===== src/rtl/tx_message_scheduler.sv =====
// Transmit message scheduler: picks the next CAN message (HPB before TX FIFO),
// runs the request/ack handshake with the bit-level core and applies retry/drop policy.
//
// state         | meaning
// S_IDLE        | no message held; select HPB or start a FIFO read
// S_FETCH       | FIFO read latency cycle
// S_CAPTURE     | latch FIFO read data
// S_REQUEST     | o_tx_request high until core acks
// S_WAIT_RESULT | frame on the bus; wait for done/error/arb_lost
// S_RETRY_GAP   | idle spacing before re-requesting the same message
module tx_message_scheduler #(
    parameter int MAX_RETRY = 8,
    parameter int RETRY_GAP = 3
) (
    input  logic         i_sys_clk,
    input  logic         i_reset,
    input  logic         i_tx_empty,
    output logic         o_tx_r_en,
    input  logic [127:0] i_tx_fifo_r_data,
    input  logic         i_hpb_valid,
    input  logic [127:0] i_hpb_data,
    output logic         o_hpb_clear,
    output logic [127:0] o_tx_message,
    output logic         o_tx_request,
    input  logic         i_tx_ack,
    input  logic         i_tx_done,
    input  logic         i_tx_arb_lost,
    input  logic         i_tx_error,
    input  logic         i_abort,
    output logic         o_txok,
    output logic         o_tx_drop,
    output logic         o_txbsy,
    output logic [3:0]   o_retry_cnt
);

    typedef enum logic [2:0] {
        S_IDLE,
        S_FETCH,
        S_CAPTURE,
        S_REQUEST,
        S_WAIT_RESULT,
        S_RETRY_GAP
    } state_t;

    localparam logic [3:0] GAP_LOAD      = 4'(RETRY_GAP - 1);
    localparam logic [3:0] RETRY_LIMIT   = 4'(MAX_RETRY);
    localparam logic       RETRY_LIMITED = (MAX_RETRY != 0);

    state_t       r_state;
    state_t       w_state_next;
    logic [3:0]   r_gap_cnt;
    logic [3:0]   w_gap_cnt_next;
    logic [3:0]   r_retry_cnt;
    logic [3:0]   w_retry_cnt_next;
    logic [3:0]   w_err_cnt;
    logic [127:0] r_tx_message;
    logic [127:0] w_tx_message_next;
    logic         r_tx_r_en;
    logic         w_tx_r_en_next;
    logic         r_hpb_clear;
    logic         w_hpb_clear_next;
    logic         r_txok;
    logic         w_txok_next;
    logic         r_tx_drop;
    logic         w_tx_drop_next;
    logic         r_tx_request;
    logic         r_txbsy;

    always_comb begin
        w_state_next      = r_state;
        w_gap_cnt_next    = r_gap_cnt;
        w_retry_cnt_next  = r_retry_cnt;
        w_tx_message_next = r_tx_message;
        w_tx_r_en_next    = 1'b0;
        w_hpb_clear_next  = 1'b0;
        w_txok_next       = 1'b0;
        w_tx_drop_next    = 1'b0;
        w_err_cnt         = (r_retry_cnt == 4'hF) ? 4'hF : r_retry_cnt + 4'd1;

        case (r_state)
            S_IDLE: begin
                if (i_hpb_valid) begin
                    w_tx_message_next = i_hpb_data;
                    w_hpb_clear_next  = 1'b1;
                    w_state_next      = S_REQUEST;
                end else if (!i_tx_empty) begin
                    w_tx_r_en_next = 1'b1;
                    w_state_next   = S_FETCH;
                end
            end
            S_FETCH: begin
                w_state_next = S_CAPTURE;
            end
            S_CAPTURE: begin
                w_tx_message_next = i_tx_fifo_r_data;
                w_state_next      = S_REQUEST;
            end
            S_REQUEST: begin
                // Once the core has acked, the frame is on the bus and abort no longer applies.
                if (i_tx_ack) begin
                    w_state_next = S_WAIT_RESULT;
                end else if (i_abort) begin
                    w_tx_drop_next = 1'b1;
                    w_state_next   = S_IDLE;
                end
            end
            S_WAIT_RESULT: begin
                if (i_tx_done) begin
                    w_txok_next  = 1'b1;
                    w_state_next = S_IDLE;
                end else if (i_tx_error) begin
                    w_retry_cnt_next = w_err_cnt;
                    if (RETRY_LIMITED && (w_err_cnt == RETRY_LIMIT)) begin
                        w_tx_drop_next = 1'b1;
                        w_state_next   = S_IDLE;
                    end else begin
                        w_gap_cnt_next = GAP_LOAD;
                        w_state_next   = S_RETRY_GAP;
                    end
                end else if (i_tx_arb_lost) begin
                    w_gap_cnt_next = GAP_LOAD;
                    w_state_next   = S_RETRY_GAP;
                end
            end
            S_RETRY_GAP: begin
                if (i_abort) begin
                    w_tx_drop_next = 1'b1;
                    w_state_next   = S_IDLE;
                end else if (r_gap_cnt == 4'd0) begin
                    w_state_next = S_REQUEST;
                end else begin
                    w_gap_cnt_next = r_gap_cnt - 4'd1;
                end
            end
            default: begin
                w_state_next = S_IDLE;
            end
        endcase

        if (w_state_next == S_IDLE) begin
            w_retry_cnt_next = 4'd0;
        end
    end

    always_ff @(posedge i_sys_clk) begin
        if (!i_reset) begin
            r_state      <= S_IDLE;
            r_gap_cnt    <= 4'd0;
            r_retry_cnt  <= 4'd0;
            r_tx_message <= 128'd0;
            r_tx_r_en    <= 1'b0;
            r_hpb_clear  <= 1'b0;
            r_txok       <= 1'b0;
            r_tx_drop    <= 1'b0;
            r_tx_request <= 1'b0;
            r_txbsy      <= 1'b0;
        end else begin
            r_state      <= w_state_next;
            r_gap_cnt    <= w_gap_cnt_next;
            r_retry_cnt  <= w_retry_cnt_next;
            r_tx_message <= w_tx_message_next;
            r_tx_r_en    <= w_tx_r_en_next;
            r_hpb_clear  <= w_hpb_clear_next;
            r_txok       <= w_txok_next;
            r_tx_drop    <= w_tx_drop_next;
            r_tx_request <= (w_state_next == S_REQUEST);
            r_txbsy      <= (w_state_next != S_IDLE);
        end
    end

    assign o_tx_r_en    = r_tx_r_en;
    assign o_hpb_clear  = r_hpb_clear;
    assign o_tx_message = r_tx_message;
    assign o_tx_request = r_tx_request;
    assign o_txok       = r_txok;
    assign o_tx_drop    = r_tx_drop;
    assign o_txbsy      = r_txbsy;
    assign o_retry_cnt  = r_retry_cnt;

endmodule

===== config.mk =====
export PLATFORM = sky130hd
export DESIGN_NAME = tx_message_scheduler
export DESIGN_NICKNAME = d
export VERILOG_FILES = /design/src/rtl/tx_message_scheduler.sv
export SDC_FILE = /design/constraint.sdc
export NUM_CORES = 1
export LEC_CHECK = 0
export CAP_MARGIN = 20
export CORE_AREA = 3 3 154 156
export CTS_CLUSTER_DIAMETER = 60
export DETAILED_ROUTE_END_ITERATION = 16
export DIE_AREA = 0 0 157 159
export PLACE_DENSITY = 0.69
export SETUP_SLACK_MARGIN = 0.02
export SYNTH_ARGS = -nofsm -noshare
export SYNTH_HDL_FRONTEND = slang
export SYNTH_SLANG_ARGS = --single-unit
export TNS_END_PERCENT = 100

===== constraint.sdc =====
create_clock -name i_sys_clk -period 1.8 [get_ports i_sys_clk]
set_clock_uncertainty 0.15 [all_clocks]
set_input_delay 0.45 -clock i_sys_clk [delete_from_list [all_inputs] [get_ports i_sys_clk]]
set_output_delay 0.45 -clock i_sys_clk [all_outputs]
set_load 0.03 [all_outputs]

==> results of run 1 <==
==> logic make-up after synthesis <==
logic type,after synthesis
compound gates,149
xor+xnor,3
fa+ha+maj,3
buf+inv,63
flops,145
mux,130
simple gates,176
==> registers in the layout (all words and copies together) (netlist names) <==
signal	cells
o_tx_message	128
o_retry_cnt	4
r_gap_cnt	4
r_state	3
o_hpb_clear	1
o_tx_drop	1
o_tx_r_en	1
o_tx_request	1
o_txbsy	1
o_txok	1
==> worst max-delay path, stage by stage, from the launching register on <==
cell	delay, ns
dfxtp_4	0.35
ha_4	0.16
or2_0	0.19
a211o_1	0.30
o21a_4	0.25
buf_4	0.13
buf_6	0.11
a21oi_4	0.14
nor2b_1	0.07
==> power groups by stage <==
stage / Combinational, uW / Clock [uW] / Sequential (uW)
floorplan: 1240 / 0 / 4650
global placement: 3930 / 0 / 3860
detailed placement: 3950 / 0 / 3880
CTS: 3870 / 3710 / 3810
global route: 4260 / 3860 / 3870
finish: 4010 / 3610 / 3820
==> worst paths after layout <==
path,from,endpoint,cells after the start
worst max-delay path,o_retry_cnt[0],o_tx_request,8
worst min-delay path,i_hpb_valid,o_tx_r_en,2
worst max register to register,o_retry_cnt[0],o_tx_request,8
worst min register to register,o_tx_message[100],o_tx_message[100],1
==> cell usage after synthesis (2+ instances only) <==
cell      instances  area, sq um
inv_1             4         15.0
o211a_1         129         1290
nor3b_1           2         15.0
clkbuf_1         35          131
o21ai_0           2         10.0
buf_1             3         11.3
buf_4            13         97.6
nor2b_1           6         37.5
nand3_1           3         15.0
ha_1              3         37.5
dfxtp_1         145         2900
nand2b_1          2         12.5
mux2i_1         130         1300
xor2_1            2         17.5
nor3_1            4         20.0
buf_2             8         40.0
nor2_1           11         41.3
a21oi_1           7         35.0
nand2_1         136          510
==> through the flow <==
step / area (sq um) / util / power, uW / std cells / setup slack, ns
final: 12500 / 0.555 / 11400 / 1426 / -0.156
after global routing: 12500 / 0.555 / 12000 / 1426 / -0.254
after CTS: 12300 / 0.547 / 11400 / 1411 / -0.166
after detailed placement: 11600 / 0.515 / 7840 / 1372 / -0.490
after global placement: 11600 / 0.515 / 7790 / 1372 / -0.472
after floorplan: 6780 / - / 5890 / 669 / -0.123
==> cell type report <==
type                    instances  area [sq um]  area share
clock buffers                  19           443      0.0355
flip-flops and latches        145          2920       0.234
clock inverters                11           154      0.0123
multi-input cells             461          3730       0.298
repair buffers                501          4870       0.390
inverters                       4          15.0     0.00120
well taps                     285           357      0.0286
==> per-layer routing <==
layer  track usage  vias to the layer above  part of all wire
met5             0                        -                 0
met4        0.0470                        0             0.013
met3        0.0538                       23             0.079
met2         0.321                      252              0.51
met1         0.202                     3191              0.39
li1              -                     3348                 -
==> repair_timing <==
item                       in CTS  in global routing
resized for setup             234                154
setup endpoints to repair     217                185
buffers inserted                6                  9
cloned                          3                  8
hold endpoints to repair        0                  0
pin swaps                       6                  7
==> metrics.md, run 1 <==
| Metric | Value |
|---|---|
| Maximum clock rate | 0.511 GHz |
| Largest family of logic cells by synthesized area | compound AO/OA/AOI/OAI gates |
| Status | finished, violations left |
| Leak | 0.00618 uW |
| CP required | a little under 2 ns |
| Post-Route WL | 24700 microns |
| DIE AREA | 25000 sq um |
| Sw frac | 0.319 |
| CTS clk-pin slew, worst paths | 0.06 ns |
| Post-Synth Adder-Cell Area | 0.00554 |
| Avg Synthesized Cell Area | 10.1 sq um |
| Least-Margin Pin Slew | 0.352 ns |
| Vias/cell | 4.78 |
| Critical path arrival | 2.10 ns |
| # Max-Cap Violations | 0 |
| Hold Fails Final Rpt | 0 |
| R2R setup slack | -0.16 ns |
| I/O Buffers | 402 |
| CP endpoint kind | register |
| Largest net degree at the start of global routing | 66 |
| Post-DP HPWL | 17800 microns |
| Leading cell type in the layout, fill and taps excluded | clkdlybuf4s50_1 |
| Clock latency on the worst-skew pair | 0.40 ns |
| CTS Hold Bufs | 0 |
| Maximum fanout along the worst path | 4 |
| Vias in the first global route | 6691 |
| Peak supply drop | 0.000459 V |
| # DRC | 0 |
| Violated checks | setup timing |
| Synthesized area | 6770 sq um |
| Tcrit/Tclk final | 1.09 |
| Pwr Density | 917 nW/um^2 |
| Slew HR | 0.764 |
| CP Launch Type | register |
| Starting Density | 0.301 |
| Setup TNS | -1.13 ns |
| Global-route wire length before repair | 35300 microns |
| Layout Nets | roughly 1.4k |
| Wire per inst | 17.3 microns |
| CTS HTree Levels | 4 |
| Min-delay worst type | input pin to register |
| P_sw | 3650 uW |
| Flop pwr share | 0.334 |
| GPL Wtd Cong | ~0.8 |
| Yosys cell types | between 40 and 50 |
| Power share of the combinational group | 0.351 |
| Num CTS Buffers | 17 |
| Post-route ant nets | 0 |
| Maximum clock path buffer count | 2 |
| Setup ws final | -0.156 ns |
| Chip width | between 150 and 200 microns |
| Min cycle time layout | 1.96 ns |
| Setup Viol. Count Final | 9 |
| Drt first pass iters | 5 |
| Internal power | 7790 uW |
| Slew Viols, Final | 0 |
| Most frequent cells in the layout | clkdlybuf4s50_1 (262), dfxtp_1 (139), nand2_1 (135), o211a_1 (129), mux2i_1 (118) |
| Antenna violations before repair | 0 |
| RSZ-0062 raised after global routing | true |
| Synth Area in XOR/XNOR | 0.00388 |
| Fillers | 2011 |
| Total track usage | 0.178 |
| Synthesis-stage register bit count | roughly 150 |
| Num rows | 55 |
| Mux cell area share after synthesis | 0.192 |
| Seq/Total Area, Yosys | 0.429 |
| Synth Area in Compound Gates | 0.212 |
| Grt ovf | 0 |
| Async set-reset flop share out of synthesis | 0 |
| Core Box Area | 22500 sq um |
| Number of synthesized flops with an enable pin | 0 |
| Yosys warnings | 0 |
| Post-synthesis simple-gate area fraction | 0.114 |
| IO Count | 403 |
| Clock Sinks | 145 |
| Die height | 159 microns |
| Syn Nets | 937 |
| Hold Slack | 0.235 ns |
| Crit Path Class | register to register |
| Root Driver | clkbuf_16 |
| Clock share of power | 0.315 |
| Synth Flop Type | dfxtp_1 |
| Syn-to-layout area delta | 84.3% |
| First DRT Iteration DRCs | ~260 |
| Vias | about 6.8k |
| Post-Synthesis Cells | 669 |
| TritonCTS clock tree | built |
| N_diodes | 0 |
| Share of layout cells above drive strength 1 | 0.209 |
Note: power is estimated with default switching activity, not from simulation.
==> run 2, diff against run 1 <==
==> constraint.sdc (replaced) <==
create_clock -name i_sys_clk -period 1.8 [get_ports i_sys_clk]
set_clock_uncertainty 0.15 [all_clocks]
set_input_delay 0.36 -clock i_sys_clk [delete_from_list [all_inputs] [get_ports i_sys_clk]]
set_output_delay 0.36 -clock i_sys_clk [all_outputs]
set_load 0.03 [all_outputs]
==> metrics.md, run 2 (synthesis gave the netlist of run 1 again) <==
| Metric | Value |
|---|---|
| IO Count | 403 |
| Violated checks | setup timing |
| Worst r2r src | r_gap_cnt[0] |
| Post-DP HPWL | approximately 18000 microns |
| TritonCTS clock tree | built |
| Worst Setup EP | o_retry_cnt[2] |
| Min-delay worst type | input pin to register |
| Least-Margin Pin Slew | 0.601 ns |
| First DRT Iteration DRCs | 219 |
| Crit Path Class | register to register |
| Setup Viol. Count Final | 9 |
| Crit-path cells | inv_2, ha_4, or3b_4, nor2b_4, a311o_1, o31ai_4, nor3_1 |
| Status | finished, violations left |
| R2R setup slack | -0.20 ns |
| Most frequent cells in the layout | clkdlybuf4s50_1 (263), dfxtp_1 (138), nand2_1 (134), dlygate4sd2_1 (133), o211a_1 (129) |
| Clock latency on the worst-skew pair | 0.41 ns |
| Num CTS Buffers | 17 |
| Crit path buf inv count | 1 |
| Fillers | 2072 |
| Pwr Density | between 900 and 1000 nW/um^2 |
| Die height | 159 microns |
| Leading cell type in the layout, fill and taps excluded | clkdlybuf4s50_1 |
| # Max-Cap Violations | 0 |
| Slew HR | 0.599 |
| CP required | 1.94 ns |
| # DRC | 0 |
| Internal power | between 7000 and 8000 uW |
| Setup crit start | r_gap_cnt[0] |
| CP Launch Type | register |
| Clock share of power | 0.323 |
| Post-Route WL | 24000 microns |
| RSZ-0062 raised after global routing | true |
| Global-route wire length before repair | around 36000 microns |
| Slowest CP cell | or3b_4 |
| Drt first pass iters | 4 |
| Antenna violations before repair | 0 |
| Layout Nets | roughly 1.4k |
| I/O Buffers | approximately 400 |
| Grt ovf | 0 |
| Maximum single-stage delay on the critical path | 0.38 ns |
| Crit path max-delay family | simple AND/OR/NAND/NOR gates |
| CP endpoint kind | register |
| Core Box Area | ~23000 sq um |
| Peak supply drop | between 0.0004 and 0.0005 V |
| Post-route ant nets | 0 |
| Leak | 0.00637 uW |
| Vias/cell | 4.73 |
| Starting Density | 0.301 |
| R2r endpoint | o_retry_cnt[2] |
| Clock Sinks | 145 |
| Hold Slack | 0.136 ns |
| Maximum clock path buffer count | 2 |
| Util after Layout | 0.559 |
| CTS HTree Levels | 4 |
| N_diodes | 0 |
| Chip width | around 160 microns |
| Largest net degree at the start of global routing | 129 |
| GPL Wtd Cong | 0.795 |
| Hold Fails Final Rpt | 0 |
| Worst-case reg-to-reg path depth | 7 |
| Wire per inst | around 17 microns |
| P_sw | roughly 3700 uW |
| Sw frac | 0.319 |
| Tcrit/Tclk final | 1.11 |
| Syn-to-layout area delta | 85.7% |
| Maximum fanout along the worst path | 5 |
| Setup ws final | -0.197 ns |
| Total track usage | 0.181 |
| CTS Hold Bufs | 0 |
| Setup TNS | -1.15 ns |
| CTS clk-pin slew, worst paths | around 0.06 ns |
| Share of layout cells above drive strength 1 | 0.147 |
| Num rows | 55 |
| Power share of the combinational group | 0.345 |
| Root Driver | clkbuf_16 |
| Critical path arrival | approximately 2.1 ns |
| Min cycle time layout | 2.00 ns |
| DIE AREA | 25000 sq um |
| Max reg flops | 128 |
| Flop pwr share | 0.332 |
| Maximum clock rate | between 0.5 and 0.6 GHz |
| Vias in the first global route | about 6.8k |
| Critical path depth | 7 |
| Slew Viols, Final | 0 |
| Vias | roughly 6.7k |
[run 2: area by class of cell]
type | count | area, sq um | share of cell area
clock buffer | 20 | 458 | 0.0364
clock inverter | 11 | 154 | 0.0122
inverter | 4 | 15.0 | 0.00119
multi-input combinational | 461 | 3820 | 0.304
sequential | 145 | 2920 | 0.232
tap | 285 | 357 | 0.0284
timing repair buffer | 485 | 4850 | 0.386
[run 2: layer usage]
layer | GRT usage | wire (microns) | part of all wire | up-vias
li1 | - | - | - | 3312
met3 | 0.0593 | 2000 | 0.083 | 30
met5 | 0 | 0 | 0 | -
met2 | 0.327 | 12200 | 0.51 | 254
met4 | 0.0533 | 452 | 0.019 | 0
met1 | 0.201 | 9260 | 0.39 | 3082
[run 2: tightest hold or removal path, stage by stage]
cell and delay (ns):
buf_4 0.17, nand2_1 0.07, mux2i_1 0.05
[run 2: through the flow]
step	total power, uW	area, sq um	setup WS, ns	instances
2_1_floorplan	5890	6780	-0.123	669
3_3_place_gp	7790	11600	-0.389	1370
3_5_place_dp	7840	11600	-0.404	1370
4_1_cts	11400	12300	-0.183	1407
5_1_grt	12000	12600	-0.249	1411
6_report	11400	12600	-0.197	1411
[run 2: worst min path at each step]
stage,endpoint,slack [ns],startpoint,cells after the start
CTS,r_gap_cnt[1],0.11,i_reset,3
global placement,o_tx_message[18],0.33,o_tx_message[18],1
detailed placement,o_tx_message[93],0.33,o_tx_message[93],1
finish,r_gap_cnt[1],0.14,i_reset,3
floorplan,o_tx_r_en,0.29,i_tx_empty,1
global route,r_gap_cnt[1],0.12,i_reset,3
[run 2: power groups by stage]
stage / Sequential, uW / Combinational, uW / Clock (uW)
after global placement: 3860 / 3930 / 0
after CTS: 3810 / 3820 / 3810
after detailed placement: 3880 / 3950 / 0
after floorplan: 4650 / 1240 / 0
after global routing: 3860 / 4200 / 3940
final: 3800 / 3950 / 3700
[run 2: repair_timing]
item	4_1_cts	5_1_grt
buffers inserted	4	3
endpoints found under the setup margin	213	65
gates resized for setup	175	66
cloned	3	1
pin swaps	9	32
==> run 3, diff against run 2 <==
CORE_AREA = not set   (was 3 3 154 156)
CORE_ASPECT_RATIO = 2   (was not set)
CORE_MARGIN = 10   (was not set)
CORE_UTILIZATION = 34   (was not set)
DIE_AREA = not set   (was 0 0 157 159)
PLACE_DENSITY = 0.77   (was 0.69)
SETUP_SLACK_MARGIN = 0.4   (was 0.02)
==> metrics.md, run 3 (synthesis gave the netlist of run 1 again) <==
| Metric | Value |
|---|---|
| Least-Margin Pin Slew | 0.331 ns |
| Vias/cell | 4.92 |
| DIE AREA | 26300 sq um |
| Place WS | -0.406 ns |
| Maximum clock path buffer count | 2 |
| Clock latency on the worst-skew pair | 0.42 ns |
| Post-DP HPWL | 21400 microns |
| Peak supply drop | 0.000584 V |
| # Max-Cap Violations | 0 |
| Dpl cell area | 11600 sq um |
| Hold Path Sink | o_tx_message[59] |
| Maximum single-stage delay on the critical path | around 0.4 ns |
| CP Launch Type | register |
| RSZ-0062 raised after global routing | true |
| Largest net degree at the start of global routing | about 70 |
| Hold Startpoint | i_reset |
| Num CTS Buffers | 17 |
| Violated checks | setup timing |
| # DRC | 0 |
| Maximum fanout along the worst path | 5 |
| Most frequent cells in the layout | clkdlybuf4s50_1 (263), buf_6 (143), dfxtp_2 (136), nand2_1 (134), o211a_1 (129) |
| Final Power | 11800 uW |
| Crit path buf inv count | 1 |
| Vias | 6849 |
| Min-delay worst type | input pin to register |
| Tcrit/Tclk final | 1.11 |
| GPL Wtd Cong | 0.854 |
| Post-route ant nets | 0 |
| Chip width | 120 microns |
| Crit path max-delay family | simple AND/OR/NAND/NOR gates |
| Die height | 220 microns |
| Global-route wire length before repair | 39600 microns |
| Grt ovf | 0 |
| CP endpoint kind | register |
| Post-Route WL | 27400 microns |
| N_diodes | 0 |
| Leading cell type in the layout, fill and taps excluded | clkdlybuf4s50_1 |
| Worst-case reg-to-reg path depth | 7 |
| IO Count | approximately 400 |
| First DRT Iteration DRCs | 248 |
| Vias in the first global route | 7089 |
| Worst r2r src | r_gap_cnt[0] |
| Core Box Area | between 15000 and 20000 sq um |
| Total track usage | 0.192 |
| Maximum clock rate | 0.500 GHz |
| Share of layout cells above drive strength 1 | 0.390 |
| Slew HR | 0.778 |
| CTS clk-pin slew, worst paths | 0.06 ns |
| Clock Sinks | roughly 150 |
| Num rows | 73 |
| Antenna violations before repair | 0 |
| Root Driver | clkbuf_16 |
| TritonCTS clock tree | built |
| Max reg flops | 128 |
| R2r endpoint | o_retry_cnt[2] |
| Fillers | 1541 |
| Wire per inst | 19.7 microns |
| Crit Path Class | register to register |
| Critical path arrival | 2.15 ns |
| Leak | 0.00629 uW |
| I/O Buffers | 402 |
| Pwr Density | 915 nW/um^2 |
| Drt first pass iters | 7 |
| Design Area, Final | about 13000 sq um |
| CTS HTree Levels | 4 |
| CP required | 1.95 ns |
| Setup TNS | -2.10 ns |
| Slew Viols, Final | 0 |
| Setup Viol. Count Final | 44 |
| Hold Fails Final Rpt | 0 |
| Status | finished, violations left |
| Slowest CP cell | or3b_4 |
| Min cycle time layout | ~2.0 ns |
| R2R setup slack | -0.20 ns |
| Setup ws final | -0.202 ns |
| Starting Density | 0.343 |
| Crit-path cells | inv_2, ha_4, or3b_4, nor2b_4, a311o_1, o31ai_4, nor3_1 |
| Worst Hold Path Cells | 2 |
| Syn-to-layout area delta | 90.9% |
| Layout Nets | 1386 |
| CTS Hold Bufs | 0 |
-- run 3: cell types whose count changed in the layout (fill, tap and decap cells not counted), moves of 3 or more --
cell             delta
dlygate4sd2_1     -133
clkbuf_8            +3
mux2i_2             +3
clkinv_2            +3
clkdlybuf4s15_2     -4
buf_8              -15
mux2i_4             -6
dfxtp_1           -132
buf_12              +3
mux2i_1             +3
buf_6             +136
buf_4              +21
dfxtp_2           +131
buf_16              -4
-- run 3: per-stage QoR --
step / hold WS, ns / std cells / util
global route: 0.110 / 1392 / 0.655
CTS: 0.103 / 1382 / 0.638
detailed placement: 0.334 / 1347 / 0.587
finish: 0.118 / 1392 / 0.655
floorplan: 0.287 / 669 / -
global placement: 0.328 / 1347 / 0.587
-- run 3: layer usage --
metal	global-route usage	share of wire
met1	0.188	0.36
met5	0	0
met3	0.0646	0.065
met2	0.363	0.55
met4	0.0711	0.028
-- run 3: worst max path at each step --
stage	startpoint	endpoint	slack (ns)	cells after the start
6_report	r_gap_cnt[0]	o_retry_cnt[2]	-0.20	7
5_1_grt	r_gap_cnt[1]	o_retry_cnt[2]	-0.24	7
4_1_cts	r_gap_cnt[1]	o_retry_cnt[2]	-0.17	7
3_5_place_dp	i_abort	o_retry_cnt[2]	-0.41	7
3_3_place_gp	i_abort	o_txbsy	-0.35	7
2_1_floorplan	r_gap_cnt[1]	o_retry_cnt[2]	-0.12	7
-- run 3: timing repair --
item | CTS | global route
gates resized for setup | 1110 | 47
hold endpoints to repair | 0 | 0
setup endpoints to repair | 281 | 282
buffers inserted | 4 | 8
pin swaps | 7 | 10
gates cloned | 0 | 2
-- run 3: cell type report --
type / instances / area (sq um) / area share
multi-input combinational: 461 / 3820 / 0.296
clock buffer: 21 / 470 / 0.0364
tap: 262 / 328 / 0.0254
clock inverter: 10 / 135 / 0.0105
sequential: 145 / 3080 / 0.239
timing repair buffer: 489 / 5070 / 0.392
inverter: 4 / 15.0 / 0.00116
-- run 3: power breakdown --
group          switching [uW]  internal (uW)  total [uW]
registers                 289           3700        3990
logic                    2040           2160        4200
clock network            1360           2280        3630
total                    3690           8140       11800
